$ cat src/rtl/v810_bus_responder.sv
// v810_bus_responder: multi-region V810 external-bus slave with per-region wait states and bus width.
// Build macro BUSRSP_IO_EN: when defined, I/O cycles are served by region IO_RGN instead of locally.
module v810_bus_responder #(
   parameter int RGN_BITS = 1,
   parameter int WS_W     = 4,
   parameter int MA_W     = 12,
   parameter int IO_RGN   = 0
) (
   input  logic                           CLK,
   input  logic                           RESn,
   input  logic                           CE,
   input  logic [31:0]                    A,
   input  logic [3:0]                     BEn,
   input  logic [1:0]                     ST,
   input  logic                           DAn,
   input  logic                           MRQn,
   input  logic                           RW,
   input  logic [31:0]                    D_I,
   output logic [31:0]                    D_O,
   output logic                           READYn,
   output logic                           SZRQn,
   input  logic [(2**RGN_BITS)*WS_W-1:0]  CFG_WS,
   input  logic [(2**RGN_BITS)-1:0]       CFG_DW16,
   output logic [(2**RGN_BITS)-1:0]       MEM_SELn,
   output logic [MA_W-1:0]                MEM_A,
   output logic [3:0]                     MEM_BEn,
   output logic                           MEM_WEn,
   output logic [31:0]                    MEM_DI,
   input  logic [(2**RGN_BITS)*32-1:0]    MEM_DO
);

   localparam int NRGN = 2**RGN_BITS;

   typedef enum logic [1:0] {S_IDLE, S_WAIT, S_RDY} state_t;

   state_t                state_q, state_d;
   logic [WS_W-1:0]       cnt_q, cnt_d;
   logic [RGN_BITS-1:0]   rgn_q, rgn_d;
   logic [MA_W-1:0]       a_q, a_d;
   logic [3:0]            ben_q, ben_d;
   logic                  rw_q, rw_d;
   logic                  dw16_q, dw16_d;
   logic                  mem_q, mem_d;

   logic                  ready_n_q, ready_n_d;
   logic                  szrq_n_q, szrq_n_d;
   logic                  we_n_q, we_n_d;
   logic [NRGN-1:0]       sel_n_q, sel_n_d;
   logic [31:0]           d_o_q, d_o_d;

   logic [RGN_BITS-1:0]   dec_rgn;
   logic                  dec_mem;
   logic [WS_W-1:0]       dec_ws;
   logic                  dec_dw16;
   logic [31:0]           rd_word;
   logic                  unused_sig;

   function automatic logic [31:0] lane_rd(input logic [31:0] w, input logic dw16, input logic a1);
      if (!dw16) return w;
      return a1 ? {w[31:16], w[31:16]} : {w[15:0], w[15:0]};
   endfunction

   function automatic logic [3:0] lane_be(input logic [3:0] be, input logic dw16, input logic a1);
      if (!dw16) return be;
      return a1 ? (be | 4'b0011) : (be | 4'b1100);
   endfunction

`ifdef BUSRSP_IO_EN
   assign dec_rgn    = MRQn ? RGN_BITS'(IO_RGN) : A[31 -: RGN_BITS];
   assign dec_mem    = 1'b1;
   assign unused_sig = ^{ST, A};
`else
   // I/O cycles are answered here with no memory access
   assign dec_rgn    = A[31 -: RGN_BITS];
   assign dec_mem    = ~MRQn;
   assign unused_sig = ^{ST, A, (IO_RGN < NRGN)};
`endif

   always_comb begin
      dec_ws   = '0;
      dec_dw16 = 1'b0;
      for (int r = 0; r < NRGN; r++) begin
         if (dec_rgn == RGN_BITS'(r)) begin
            dec_ws   = CFG_WS[r*WS_W +: WS_W];
            dec_dw16 = CFG_DW16[r];
         end
      end
   end

   always_comb begin
      state_d = state_q;
      cnt_d   = cnt_q;
      rgn_d   = rgn_q;
      a_d     = a_q;
      ben_d   = ben_q;
      rw_d    = rw_q;
      dw16_d  = dw16_q;
      mem_d   = mem_q;
      case (state_q)
         S_IDLE: begin
            if (!DAn) begin
               rgn_d   = dec_rgn;
               a_d     = A[MA_W-1:0];
               ben_d   = BEn;
               rw_d    = RW;
               mem_d   = dec_mem;
               dw16_d  = dec_mem & dec_dw16;
               cnt_d   = dec_mem ? dec_ws : '0;
               state_d = (cnt_d == '0) ? S_RDY : S_WAIT;
            end
         end
         S_WAIT: begin
            // Abort wins over completion, so a dropped strobe never produces READYn
            if (DAn) begin
               state_d = S_IDLE;
               cnt_d   = '0;
            end else if (cnt_q == WS_W'(1)) begin
               state_d = S_RDY;
               cnt_d   = '0;
            end else begin
               cnt_d   = cnt_q - WS_W'(1);
            end
         end
         S_RDY:   state_d = S_IDLE;
         default: state_d = S_IDLE;
      endcase
   end

   always_comb begin
      rd_word = '0;
      for (int r = 0; r < NRGN; r++) begin
         if (rgn_d == RGN_BITS'(r)) rd_word = MEM_DO[r*32 +: 32];
      end
   end

   always_comb begin
      ready_n_d = (state_d != S_RDY);
      szrq_n_d  = !((state_d == S_RDY) && dw16_d);
      we_n_d    = !((state_d == S_RDY) && !rw_d && mem_d);
      d_o_d     = ((state_d == S_RDY) && rw_d && mem_d) ? lane_rd(rd_word, dw16_d, a_d[1]) : '0;
      sel_n_d   = '1;
      if ((state_d != S_IDLE) && mem_d) begin
         for (int r = 0; r < NRGN; r++) begin
            if (rgn_d == RGN_BITS'(r)) sel_n_d[r] = 1'b0;
         end
      end
   end

   // Control and bus strobes: reset asynchronously so a mid-cycle reset drops them at once
   always_ff @(posedge CLK or negedge RESn) begin
      if (!RESn) begin
         state_q   <= S_IDLE;
         cnt_q     <= '0;
         ready_n_q <= 1'b1;
         szrq_n_q  <= 1'b1;
         we_n_q    <= 1'b1;
         sel_n_q   <= '1;
         d_o_q     <= '0;
      end else if (CE) begin
         state_q   <= state_d;
         cnt_q     <= cnt_d;
         ready_n_q <= ready_n_d;
         szrq_n_q  <= szrq_n_d;
         we_n_q    <= we_n_d;
         sel_n_q   <= sel_n_d;
         d_o_q     <= d_o_d;
      end
   end

   // Latched cycle attributes: only meaningful while a strobe is active
   always_ff @(posedge CLK) begin
      if (CE) begin
         rgn_q  <= rgn_d;
         a_q    <= a_d;
         ben_q  <= ben_d;
         rw_q   <= rw_d;
         dw16_q <= dw16_d;
         mem_q  <= mem_d;
      end
   end

   assign D_O      = d_o_q;
   assign READYn   = ready_n_q;
   assign SZRQn    = szrq_n_q;
   assign MEM_SELn = sel_n_q;
   assign MEM_WEn  = we_n_q;
   assign MEM_A    = a_q;
   assign MEM_BEn  = lane_be(ben_q, dw16_q, a_q[1]);
   assign MEM_DI   = D_I;

endmodule
$ cat config.mk
export PLATFORM = sky130hd
export DESIGN_NAME = v810_bus_responder
export DESIGN_NICKNAME = d
export VERILOG_FILES = /design/src/rtl/v810_bus_responder.sv
export SDC_FILE = /design/constraint.sdc
export NUM_CORES = 1
export LEC_CHECK = 0
export ABC_AREA = 0
export BUFFER_PORTS_ARGS = -buffer_cell sky130_fd_sc_hd__buf_2
export CAP_MARGIN = 25
export CORE_MARGIN = 4
export CORE_UTILIZATION = 40
export DETAILED_ROUTE_END_ITERATION = 8
export PLACE_DENSITY = 0.77
export SYNTH_ARGS = -nofsm -noshare
export SYNTH_HDL_FRONTEND = slang
export SYNTH_SLANG_ARGS = --single-unit
export TNS_END_PERCENT = 50
$ cat constraint.sdc
create_clock -name CLK -period 2.9 [get_ports CLK]
set_clock_uncertainty 0.2 [all_clocks]
set_input_delay 0.145 -clock CLK [delete_from_list [all_inputs] [get_ports CLK]]
set_output_delay 0.145 -clock CLK [all_outputs]
set_load 0.005 [all_outputs]
### After elaboration in Yosys (flattened, before gate mapping)

Cells that the tools add are included.

| storage, ports and cells | value |
|---|---|
| memory bits (writable) | 0 |
| bits in read-only memories | 0 |
| latch bits | 0 |
| output and inout bits | 85 |
| memories | 0 |
| input bits | 150 |
| logic and storage cells | 69 |
| register bits | 63 |

| operators by class | value |
|---|---|
| reductions and logical operators | 15 |
| multiply operators | 0 |
| divide/modulo/power cells | 0 |
| multiplexer cells | 31 |
| equality and inequality tests | 5 |
| bitwise operators | 3 |
| add/subtract/negate cells | 1 |
| order comparisons | 0 |
| shifts and indexed selects | 0 |

Operators by type and width:

| operator | number |
|---|---|
| $mux W32 | 4 |
| $mux W4 | 7 |
| $mux W2 | 7 |
| $mux W1 | 11 |
| $pmux W4 S2 | 1 |
| $logic_and A1 B1 Y1 | 6 |
| $reduce_and A3 Y1 | 2 |
| $eq A4 B1 Y1 const B | 1 |
| $logic_not A4 Y1 | 1 |
| $ne A2 B2 Y1 const B | 2 |
| $pmux W2 S2 | 1 |
| $reduce_bool A2 Y1 | 2 |
| $sub A4 B1 Y4 const B | 1 |
| $logic_not A1 Y1 | 3 |
| $eq A2 B1 Y1 const B | 1 |
| $eq A2 B2 Y1 const B | 1 |
| $logic_not A2 Y1 | 1 |
| $not A1 Y1 | 2 |
| $and A1 B1 Y1 | 1 |

### Logic depth before layout (Yosys ltp)

Gate-level depths: netlist of the first run.

| depth | value |
|---|---|
| depth after elaboration | 10 |
| depth in mapped cells | 8 |
| depth with buffers taken out | 6 |

### Worst setup path after synthesis of the first run

OpenSTA, ideal clock, no wires.

| timing | value |
|---|---|
| path kind | reg2reg |
| start | register state_q[0] |
| end | register d_o_q[10] (netlist: D_O[10]) |
| data arrival time | 1.971 ns |
| cell stages (with the launch flop) | 9 |
| library setup time | 0.144 ns |
| setup slack | 0.585 ns |
| clock period less this slack | 2.315 ns |
| path buffers | 3 |
| required time | 2.556 ns |
| cells stage by stage | dfrtp_1 buf_6 or3_1 buf_6 mux2i_4 buf_12 mux2i_1 mux2_2 o22ai_2 |

| on the way | value |
|---|---|
| cells in the longest elaborated chain, start to end | 7 |
| elaborated cells on any way between the ends | 18 |
| those cells by class | eq/ne (2); mux (13); reduce/logical (3) |

Ends and longest elaborated chain:

| item | RTL line | source |
|---|---|---|
| start: declaration | 36 | `state_t state_q, state_d;` |
| start signal: assignment | 160 | `state_q <= state_d;` |
| $mux W2 | 117 | `end else if (cnt_q == WS_W'(1)) begin` |
| $mux W2 | 114 | `if (DAn) begin` |
| $pmux W2 S2 | 99 | `case (state_q)` |
| $eq A2 B2 Y1 | 140 | `d_o_d = ((state_d == S_RDY) && rw_d && mem_d) ? lane_rd(rd_word, dw16_d, a_d[1]) : '0;` |
| $logic_and A1 B1 Y1 (2 in series) | 140 |  |
| $mux W32 * | 140 |  |
| end signal: assignment | 166 | `d_o_q <= d_o_d;` |
| end: declaration | 49 | `logic [31:0] d_o_q, d_o_d;` |

Every way passes the cells marked *; elsewhere a longest branch is shown, timed or not.
A chain may end at the register's enable or synchronous reset.

### Worst setup path after layout of the first run

| timing | value |
|---|---|
| start | register state_q[0] |
| end | register d_o_q[21] (netlist: D_O[21]) |

Same word-level chain as after synthesis.

==> impl_results.md, run 1 <==
* Final cell count without fillers at 576
* Synthesized net count at 474
* Clock slew at the register clock pins of the worst setup and hold paths at 0.07 ns
* Total of max-cap violations at 0
* Gate Count Post-Synth at 322
* Critical path's top delay family: multiplexers
* Synth cell types at 39
* Int Pwr at 1.88 mW
* Critical-path cell list: or3_1, mux2i_4, buf_12, mux2i_1, mux2_2, o22ai_2
* Synth area leader: dfrtp_1
* Hold Crit Depth at 2
* Layout cell share with drive strength beyond 1 at 52.7%
* Net switching power at 0.797 mW
* CTS Buf Count at 9
* Power share of the sequential group at 39.8%
* Crit path kind: reg -> reg
* Total Neg Setup Slack at 0 ns
* Total Routed Length at 9.44 mm
* WP buf/inv at 1
* Chip Height at 105 um
* Via-to-Cell Ratio at 5.01
* GRT overflow at 0
* Top cell type's share of synthesized area at 25.3%
* Crit end category: flip-flop
* Synthesis warning total at 0
* Initial DRT Pass Iterations at 4
* Mean Syn Cell Area at 11.7 sq um
* Net Sw Frac at 29.7%
* Relative slew slack at 57.5%
* Period minus WS final at 2.43 ns
* Post-Syn Area at 3760 sq um
* Critical path startpoint category: flip-flop
* DRT antenna net count at 0
* VDD IR max at 201 uV
* Nets@finish at 612
* Number of diodes at 0
* Worst-case reg-to-reg path depth at 6
* Final core occ at 52.0%
* Layout fillers at 811
* Pwr Density at 561 nW/um^2
* # IOs at 235
* WHS Endpoint: mem_q$_DFFE_PP_
* Status: finished clean
* Row cnt at 35
* Final period utilization at 83.8%
* RSZ-0062 raised after global routing: no
* Area of the core at 9200 sq um
* Crit path max fanout at 34
* Max Root-Sink Buffers at 2
* Vias in the first global route at 2,963
* Htree depth at 3
* DRC viols at 0
* Chip width at 105 um
* Gr usage total at 16.8%
* Initial antenna violation count at 0
* DP HPWL at 6.77 mm
* Slowest cell on crit path: or3_1
* Postcts setup bufs at 0
* Fmax achieved at 411 MHz
* Top cells by area, synth: dfrtp_1, edfxtp_1, o22ai_2, mux2i_1, mux2_2
* Slew Limit Fails at 0
* Cell leakage power at 2.28 nW
* Slowest Stage Delay on Critical Path at 0.55 ns
* First-pass GRT wire length at 14.8 mm
* Flops & latches, synth at 63
* DR vias at 2,886
* Clock sinks at 63
* Worst reg2reg path endpoint: D_O[21]$_DFFE_PN0P_
* Hold Fails Final Rpt at 0
* DP Area at 4360 sq um
* Post-route cell area at 4780 sq um
* Critical Path RT at 2.91 ns
* Number of synthesized flops with an enable pin at 20
* RD Place Congestion at 0.856
* Iteration-0 DRC Markers at 77
* Largest net degree at the start of global routing at 44
* Port buffer count at 149
* Die ar. at 11,000 sq um
* Hold/Removal Path Class: in -> reg
* Async set-or-reset flop fraction in the synthesized netlist at 68.3%
* Hold Startpoint: MRQn
* CTS tree: yes
* Worst-skew pair later-pin latency at 0.33 ns
* Top_reg_cell synth: dfrtp_1
* Synth top cells by count: dfrtp_1, inv_1, mux2i_1
* Synth-to-Final Area Change at 27.3%
* Clk pwr share at 32.6%
* Initial Util at 40.9%
* FF-to-FF setup slack at 0.47 ns
* Part of the Yosys area used for sequential elements at 44.8%
* Slew @ Worst Pin at 0.638 ns
* Post-cts resize count at 0
* Root Driver: clkbuf_8
* R2R Path Start: state_q[0]$_DFFE_PN0P_
* CP Data Arrival Time at 2.44 ns
* Drt wl/cell at 16.4 um
* Final setup fails at 0
* Combinational share of power at 27.7%
* Placed insts at 541
worst register-to-register path, delay by kind of cell (launching register included):
kind / cells / cell delay, ns
compound gates: 1 / 0.05
buf+inv: 1 / 0.27
flops: 1 / 0.46
mux: 3 / 0.78
simple gates: 1 / 0.55
state kept, by name, indices dropped and copies added, names as in the netlist, 2 cells and up:
| signal | flops |
|---|---|
| ben_q | 4 |
| state_q | 2 |
| MEM_SELn | 2 |
| D_O | 32 |
| cnt_q | 4 |
| MEM_A | 12 |
layout by cell type, fill, tap and decap left out, types with 2 or more instances in the layout:
cell type | Yosys | routed
o22ai_1 | 3 | 3
mux2_2 | 32 | 32
dfrtp_1 | 38 | 38
nor2_1 | 9 | 9
a22o_1 | 2 | 2
bufinv_16 | 0 | 2
buf_2 | 6 | 149
o32ai_1 | 3 | 3
buf_4 | 32 | 4
dlygate4sd3_1 | 0 | 18
inv_6 | 0 | 3
edfxtp_1 | 20 | 20
nand2b_1 | 9 | 9
o22a_1 | 3 | 3
dfstp_2 | 5 | 5
o22ai_2 | 31 | 31
clkbuf_8 | 0 | 9
inv_1 | 38 | 38
o21ai_0 | 7 | 7
buf_12 | 3 | 3
ha_1 | 2 | 2
nand2_1 | 15 | 15
mux2i_1 | 37 | 37
a21oi_1 | 3 | 3
nor3_1 | 2 | 2
cell type report:
cell class | count | area [sq um] | area share [%]
repair buffers | 175 | 1030 | 21.6
well taps | 111 | 139 | 2.90
flip-flops and latches | 63 | 1680 | 35.2
clock buffers | 9 | 124 | 2.59
clock inverters | 7 | 103 | 2.14
multi-input cells | 172 | 1560 | 32.6
inverters | 39 | 146 | 3.06
power by group through the flow:
stage | Sequential, mW | Combinational, mW | Clock [mW]
after global routing | 1.08 | 0.821 | 0.932
after CTS | 1.07 | 0.747 | 0.896
final | 1.07 | 0.742 | 0.874
after global placement | 1.08 | 0.690 | 0
after detailed placement | 1.08 | 0.724 | 0
after floorplan | 1.08 | 0.548 | 0
what timing repair did:
action | in CTS | in global routing
hold endpoints to repair | 55 | 0
setup endpoints to repair | 0 | 0
hold buffers | 18 | 0
kinds of logic (layout without fill, tap and decap cells):
family          Yosys count  in the layout  synth area share [%]
mux                      70             70                  20.0
simple gates             41             41                  5.19
fa+ha+maj                 2              2                 0.666
compound gates           59             59                  15.5
buf+inv                  87            230                  13.8
flops                    63             63                  44.8
routing by layer:
metal	vias up	wire length, um	track usage (%)
li1	1379	-	-
met1	1360	3700	19.0
met2	125	4890	30.1
met3	22	694	4.32
met4	0	160	6.28
met5	-	0	0
worst max path at each step:
stage                                      start             endpoint  slack [ns]  cells after the start
after detailed placement  state_q[0]$_DFFE_PN0P_   D_O[5]$_DFFE_PN0P_        0.42                      6
after global placement    state_q[0]$_DFFE_PN0P_  D_O[30]$_DFFE_PN0P_        0.34                      5
after floorplan           state_q[0]$_DFFE_PN0P_  D_O[10]$_DFFE_PN0P_        0.59                      8
final                     state_q[0]$_DFFE_PN0P_  D_O[21]$_DFFE_PN0P_        0.47                      6
after CTS                 state_q[0]$_DFFE_PN0P_  D_O[21]$_DFFE_PN0P_        0.42                      6
after global routing      state_q[0]$_DFFE_PN0P_   D_O[5]$_DFFE_PN0P_        0.32                      6
per-stage QoR:
stage | power, mW | setup slack, ns | hold WS (ns)
finish | 2.68 | 0.470 | 0.0273
CTS | 2.71 | 0.417 | 0.00926
floorplan | 1.62 | 0.585 | -0.351
global placement | 1.77 | 0.338 | 0.0900
detailed placement | 1.81 | 0.423 | 0.0900
global route | 2.83 | 0.321 | 0.0551
Note: power is estimated with default switching activity, not from simulation.
==> inputs of run 2 (changes only) <==
- clock period: 2.9 -> 2.35 ns (I/O delays scaled with it)
==> run 2 against run 1 <==
Compared with the run above:
- critical path depth unchanged
- sequential share of layout area down 0.23 points
- utilization up 0.34 points
- die area unchanged
- critical path type unchanged
==> impl_results.md, run 2 (same netlist as run 1, synthesis figures left out) <==
* Cell leakage power at 2.29 nW (+0.54%)
* Commonest non-fill, non-tap cells in the layout: buf_2, dfrtp_1, inv_1
* Max Root-Sink Buffers at 2 (unchanged)
* Total Routed Length at 9.68 mm (+2.6%)
* First-pass GRT wire length at 15.4 mm (+4.2%)
* Critical-path cell list: or3_4, mux2i_4, buf_12, mux2i_2, mux2_2, o22ai_2
* Crit path max fanout at 24 (-29%)
* Final cell count without fillers at 581 (+0.87%)
* Clock slew at the register clock pins of the worst setup and hold paths at 0.07 ns (about the same)
* Die ar. at 11,000 sq um (unchanged)
* Root Driver: clkbuf_8
* Number of diodes at 0 (unchanged)
* Clock sinks at 63 (unchanged)
* Hold/Removal Path Class: in -> out
* DP Area at 4420 sq um (+1.4%)
* Synth-to-Final Area Change at 28.1%
* Worst-case reg-to-reg path depth at 6 (unchanged)
* Gr usage total at 17.6% (+0.80 points)
* Layout cell share with drive strength beyond 1 at 53.2% (+0.50 points)
* Pwr Density at 666 nW/um^2 (+19%)
* GRT overflow at 0 (unchanged)
* Hold Fails Final Rpt at 0 (unchanged)
* Max FFs per register at 32 (unchanged)
* Vias in the first global route at 3,061 (+3.3%)
* DRC viols at 0 (unchanged)
* Critical Path RT at 2.35 ns (-0.56 ns)
* Total of max-cap violations at 0 (unchanged)
* Net Sw Frac at 30.5% (+0.77 points)
* Fmax achieved at 453 MHz (+10%)
* Postcts setup bufs at 0 (unchanged)
* Int Pwr at 2.23 mW (+18%)
* Clk pwr share at 29.6% (-3.0 points)
* DRT antenna net count at 0 (unchanged)
* Initial Util at 40.9% (unchanged)
* Slowest cell on crit path: or3_4
* Chip Height at 105 um (unchanged)
* Nets@finish at 617 (+0.82%)
* Initial DRT Pass Iterations at 4 (unchanged)
* Multi-input logic area at 1570 sq um (+0.56%)
* Chip width at 105 um (unchanged)
* Layout fillers at 828 (+2.1%)
* Power share of the sequential group at 40.9% (+1.1 points)
* Combinational share of power at 29.5% (+1.8 points)
* RSZ-0062 raised after global routing: no
* CTS tree: yes
* Post-route total power at 3.21 mW (+20%)
* Hold Crit Depth at 0 (-2)
* DR vias at 2,904 (+0.62%)
* Register Area at 1680 sq um (unchanged)
* Commonest non-fill, non-tap cell in the layout: buf_2
* Placed insts at 546 (+0.92%)
* Slew @ Worst Pin at 0.662 ns (+0.0241 ns)
* VDD IR max at 328 uV (+63%)
* Initial antenna violation count at 0 (unchanged)
* Final core occ at 52.4% (+0.34 points)
* Final period utilization at 93.9% (+10 points)
* Iteration-0 DRC Markers at 92 (+19%)
* Drt wl/cell at 16.7 um (+1.7%)
* Status: finished clean
* Slowest Stage Delay on Critical Path at 0.44 ns (-0.11 ns)
* Area of the core at 9200 sq um (unchanged)
* DP HPWL at 7.03 mm (+3.9%)
* Port buffer count at 149 (unchanged)
* Largest net degree at the start of global routing at 33 (-25%)
* Final setup fails at 0 (unchanged)
* Post-route cell area at 4810 sq um (+0.65%)
* Crit end category: flip-flop
* Crit path kind: reg -> reg
* CP Data Arrival Time at 2.21 ns (-0.23 ns)
* Period minus WS final at 2.21 ns (-0.223 ns)
* Net switching power at 0.979 mW (+23%)
* # IOs at 235 (unchanged)
* RD Place Congestion at 0.771 (-10%)
* Relative slew slack at 55.3% (-2.2 points)
* Slew Limit Fails at 0 (unchanged)
* Htree depth at 3 (unchanged)
* Total Neg Setup Slack at 0 ns (unchanged)
* Critical path startpoint category: flip-flop
* Row cnt at 35 (unchanged)
* CTS Buf Count at 9 (unchanged)
* Via-to-Cell Ratio at 5.00 (-0.24%)
* Worst-skew pair later-pin latency at 0.33 ns (about the same)
-- run 2: changes by cell type in the layout (fill, tap and decap cells not counted), sizes merged --
cell,previous run,this run
dlygate4sd3,18,19
inv,42,40
clkinv,1,4
bufinv,2,1
buf,157,161
-- run 2: timing repair --
item                       in CTS  in global routing
resized for setup               1                  1
setup endpoints to repair       2                 10
hold buffers                   19                  0
hold endpoints to repair       61                  0
-- run 2: power by group through the flow --
| stage | Combinational (mW) | Sequential [mW] | Clock, mW |
|---|---|---|---|
| after floorplan | 0.677 | 1.33 | 0 |
| after global placement | 0.883 | 1.33 | 0 |
| after detailed placement | 0.924 | 1.33 | 0 |
| after CTS | 0.955 | 1.31 | 0.984 |
| after global routing | 1.04 | 1.32 | 1.02 |
| final | 0.946 | 1.31 | 0.949 |
-- run 2: layer usage --
layer | global-route usage, % | routed length (um) | up-vias
met3 | 4.94 | 673 | 18
met1 | 20.4 | 3900 | 1383
li1 | - | - | 1384
met4 | 6.75 | 145 | 0
met2 | 30.6 | 4970 | 119
met5 | 0 | 0 | -
-- run 2: critical path: cells and delay by family, from the launching register on --
| family | cells | cell delay (ns) |
|---|---|---|
| AOI/OAI and AO/OA | 1 | 0.05 |
| DFF | 1 | 0.42 |
| and+or+nand+nor | 1 | 0.44 |
| buffers and inverters | 1 | 0.22 |
| muxes | 3 | 0.72 |
-- run 2: per-stage QoR --
| step | hold WS (ns) | setup slack [ns] |
|---|---|---|
| floorplan | -0.378 | 0.0354 |
| global placement | -0.0726 | -0.0288 |
| detailed placement | -0.0535 | 0.000438 |
| CTS | 0.0168 | 0.0482 |
| global route | 0.0350 | 0.0618 |
| finish | 0.0350 | 0.142 |
-- run 2: final cells by class --
type	instances	area share (%)
multi-input cells	172	32.5
flip-flops and latches	63	35.0
well taps	111	2.88
inverters	39	3.04
clock buffers	9	2.57
clock inverters	7	1.51
repair buffers	180	22.5
-- run 2: path summary, 6_finish.rpt --
check	endpoint	slack (ns)	startpoint
worst min register to register	MEM_WEn$_DFFE_PN1P_	0.30	MEM_WEn$_DFFE_PN1P_
worst min-delay path	MEM_DI[11]	0.04	D_I[11]
min in group asynchronous	D_O[15]$_DFFE_PN0P_	0.10	RESn
worst max register to register	D_O[5]$_DFFE_PN0P_	0.14	state_q[0]$_DFFE_PN0P_
worst max-delay path	D_O[5]$_DFFE_PN0P_	0.14	state_q[0]$_DFFE_PN0P_
max in group asynchronous	MEM_SELn[1]$_DFFE_PN1P_	1.23	RESn
==> inputs of run 3 (changes only) <==
- ABC_AREA: 0 -> default
- CTS_BUF_LIST: default -> sky130_fd_sc_hd__clkbuf_4
==> run 3 against run 2 <==
Compared with the run above:
- worst setup slack worse by 0.0089 ns
- combinational power up 4.0%
- wire length up 3.0%
- total power down 4.4%
- critical endpoint unchanged
- flip-flop and latch count unchanged
- clock-buffer cell count unchanged
- sequential share of layout area down 1.2 points
- sequential power about the same
- via count up 3.2%
- clock power down 19%
- utilization up 1.8 points
- register-to-register slack about the same
==> impl_results.md, run 3 (same netlist as run 1, synthesis figures left out) <==
* Status: finished clean
* Relative slew slack at 55.3% (about the same)
* Final period utilization at 94.3% (+0.38 points)
* Nets@finish at 639 (+3.6%)
* Hold Fails Final Rpt at 0 (unchanged)
* First-pass GRT wire length at 15.9 mm (+3.2%)
* Largest net degree at the start of global routing at 33 (unchanged)
* Hold/Removal Path Class: in -> reg
* Area of the core at 9200 sq um (unchanged)
* Post-route total power at 3.07 mW (-4.4%)
* DRT antenna net count at 0 (unchanged)
* Total Routed Length at 9.98 mm (+3.0%)
* Number of diodes at 0 (unchanged)
* RD Place Congestion at 0.771 (unchanged)
* Slew @ Worst Pin at 0.662 ns (-0.000230 ns)
* FF-to-FF setup slack at 0.13 ns (about the same)
* Slowest Stage Delay on Critical Path at 0.44 ns (about the same)
* DP HPWL at 7.03 mm (unchanged)
* Fmax achieved at 451 MHz (-0.40%)
* Worst reg2reg path endpoint: D_O[5]$_DFFE_PN0P_
* Multi-input logic area at 1570 sq um (unchanged)
* Die ar. at 11,000 sq um (unchanged)
* DR vias at 2,996 (+3.2%)
* Crit path max fanout at 24 (unchanged)
* Max FFs per register at 32 (unchanged)
* Layout cell share with drive strength beyond 1 at 50.8% (-2.4 points)
* Met3 WL at 771 um (+15%)
* Crit end category: flip-flop
* Clock sinks at 63 (unchanged)
* Chip width at 105 um (unchanged)
* Chip Height at 105 um (unchanged)
* Postcts setup bufs at 0 (unchanged)
* Initial antenna violation count at 0 (unchanged)
* Total Neg Setup Slack at 0 ns (unchanged)
* R2R Path Start: state_q[0]$_DFFE_PN0P_
* Hold Crit Depth at 4 (+4)
* Power share of the sequential group at 42.8% (+1.9 points)
* Final setup fails at 0 (unchanged)
* Synth-to-Final Area Change at 32.5%
* Net Sw Frac at 31.8% (+1.3 points)
* Via-to-Cell Ratio at 4.97 (-0.60%)
* Cell leakage power at 2.36 nW (+3.1%)
* Critical path's top delay family: multiplexers
* # IOs at 235 (unchanged)
* Root Driver: clkbuf_4
* Pwr Density at 616 nW/um^2 (-7.5%)
* Clock slew at the register clock pins of the worst setup and hold paths at 0.12 ns (+0.05 ns)
* Worst-case reg-to-reg path depth at 6 (unchanged)
* CTS tree: yes
* Worst-skew pair later-pin latency at 0.39 ns (+0.06 ns)
* GRT overflow at 0 (unchanged)
* Combinational share of power at 32.1% (+2.6 points)
* Net switching power at 0.975 mW (-0.36%)
* Commonest non-fill, non-tap cell in the layout: buf_2
* Critical path startpoint category: flip-flop
* CP Data Arrival Time at 2.29 ns (+0.08 ns)
* Htree depth at 3 (unchanged)
* Gr usage total at 18.1% (+0.54 points)
* Layout fillers at 815 (-1.6%)
* Hold Startpoint: MEM_DO[30]
* Met2 wire len at 5.06 mm (+1.9%)
* Period minus WS final at 2.22 ns (+0.00888 ns)
* Row cnt at 35 (unchanged)
* Max Root-Sink Buffers at 2 (unchanged)
* Clk pwr share at 25.1% (-4.5 points)
* Slowest cell on crit path: dfrtp_1
* Critical Path RT at 2.43 ns (+0.08 ns)
* Crit path kind: reg -> reg
* CTS Buf Count at 9 (unchanged)
* Top sig layer: met4
* Int Pwr at 2.09 mW (-6.1%)
* Initial Util at 40.9% (unchanged)
* RSZ-0062 raised after global routing: no
* Total of max-cap violations at 0 (unchanged)
* Iteration-0 DRC Markers at 93 (+1.1%)
* Commonest non-fill, non-tap cells in the layout: buf_2, dlygate4sd3_1, dfrtp_1, inv_1, mux2i_1
* VDD IR max at 251 uV (-23%)
* WHS Endpoint: D_O[14]$_DFFE_PN0P_
* Critical-path cell list: or3_4, mux2i_4, buf_12, mux2i_2, mux2_2, o22ai_2
* Vias in the first global route at 3,147 (+2.8%)
* Register Area at 1680 sq um (unchanged)
* Metal-1 WL at 3.93 mm (+0.92%)
* Drt wl/cell at 16.5 um (-0.72%)
* Port buffer count at 149 (unchanged)
* WP buf/inv at 1 (unchanged)
* Slew Limit Fails at 0 (unchanged)
* Initial DRT Pass Iterations at 4 (unchanged)
* DRC viols at 0 (unchanged)
## run 3: cell count changes in the layout (fill, tap and decap cells not counted), sizes merged
cell / delta
dlygate4sd3: +22
## run 3: worst register-to-register path, cell delays in order (launching register included)
cell and delay (ns):
dfrtp_1 0.44, or3_4 0.44, mux2i_4 0.21, buf_12 0.23, mux2i_2 0.32, mux2_2 0.21, o22ai_2 0.05
## run 3: worst max path at each step
stage / cells past startpoint / to / start
finish: 6 / D_O[5]$_DFFE_PN0P_ / state_q[0]$_DFFE_PN0P_
global route: 6 / D_O[5]$_DFFE_PN0P_ / state_q[0]$_DFFE_PN0P_
CTS: 6 / D_O[5]$_DFFE_PN0P_ / state_q[0]$_DFFE_PN0P_
detailed placement: 6 / D_O[5]$_DFFE_PN0P_ / state_q[0]$_DFFE_PN0P_
global placement: 5 / D_O[30]$_DFFE_PN0P_ / state_q[0]$_DFFE_PN0P_
floorplan: 8 / D_O[10]$_DFFE_PN0P_ / state_q[0]$_DFFE_PN0P_
## run 3: cell type report
cell class / count / area share, %
clock inverter: 7 / 1.46
multi-input combinational: 172 / 31.5
tap: 111 / 2.79
clock buffer: 9 / 1.36
inverter: 39 / 2.94
timing repair buffer: 202 / 26.2
sequential: 63 / 33.8
## run 3: what timing repair did
| action | CTS | global route |
|---|---|---|
| hold buffers | 40 | 1 |
| gates resized for setup | 1 | 1 |
| setup endpoints to repair | 2 | 10 |
| hold endpoints to repair | 81 | 1 |
## run 3: metrics by stage
stage / cell area, sq um / worst slack (ns) / utilization [%] / hold slack (ns) / cells
after floorplan: 3760 / 0.0354 / - / -0.378 / 322
after global placement: 4400 / -0.0288 / 47.9 / -0.0726 / 545
after detailed placement: 4420 / 0.000438 / 48.1 / -0.0535 / 546
after CTS: 4960 / 0.0427 / 54.0 / 0.000102 / 602
after global routing: 4980 / 0.0558 / 54.1 / 0.0109 / 603
final: 4980 / 0.133 / 54.1 / 0.0203 / 603
## run 3: power by group through the flow
stage / clock network (mW) / registers (mW) / logic, mW
6_report: 0.771 / 1.31 / 0.984
4_1_cts: 0.795 / 1.31 / 0.989
3_5_place_dp: 0 / 1.33 / 0.924
2_1_floorplan: 0 / 1.33 / 0.677
5_1_grt: 0.836 / 1.32 / 1.08
3_3_place_gp: 0 / 1.33 / 0.883
## run 3: layer usage
| metal | global-route usage [%] | vias up |
|---|---|---|
| met5 | 0 | - |
| met4 | 6.28 | 0 |
| met3 | 5.62 | 24 |
| met2 | 31.5 | 131 |
| met1 | 21.0 | 1412 |
| li1 | - | 1429 |
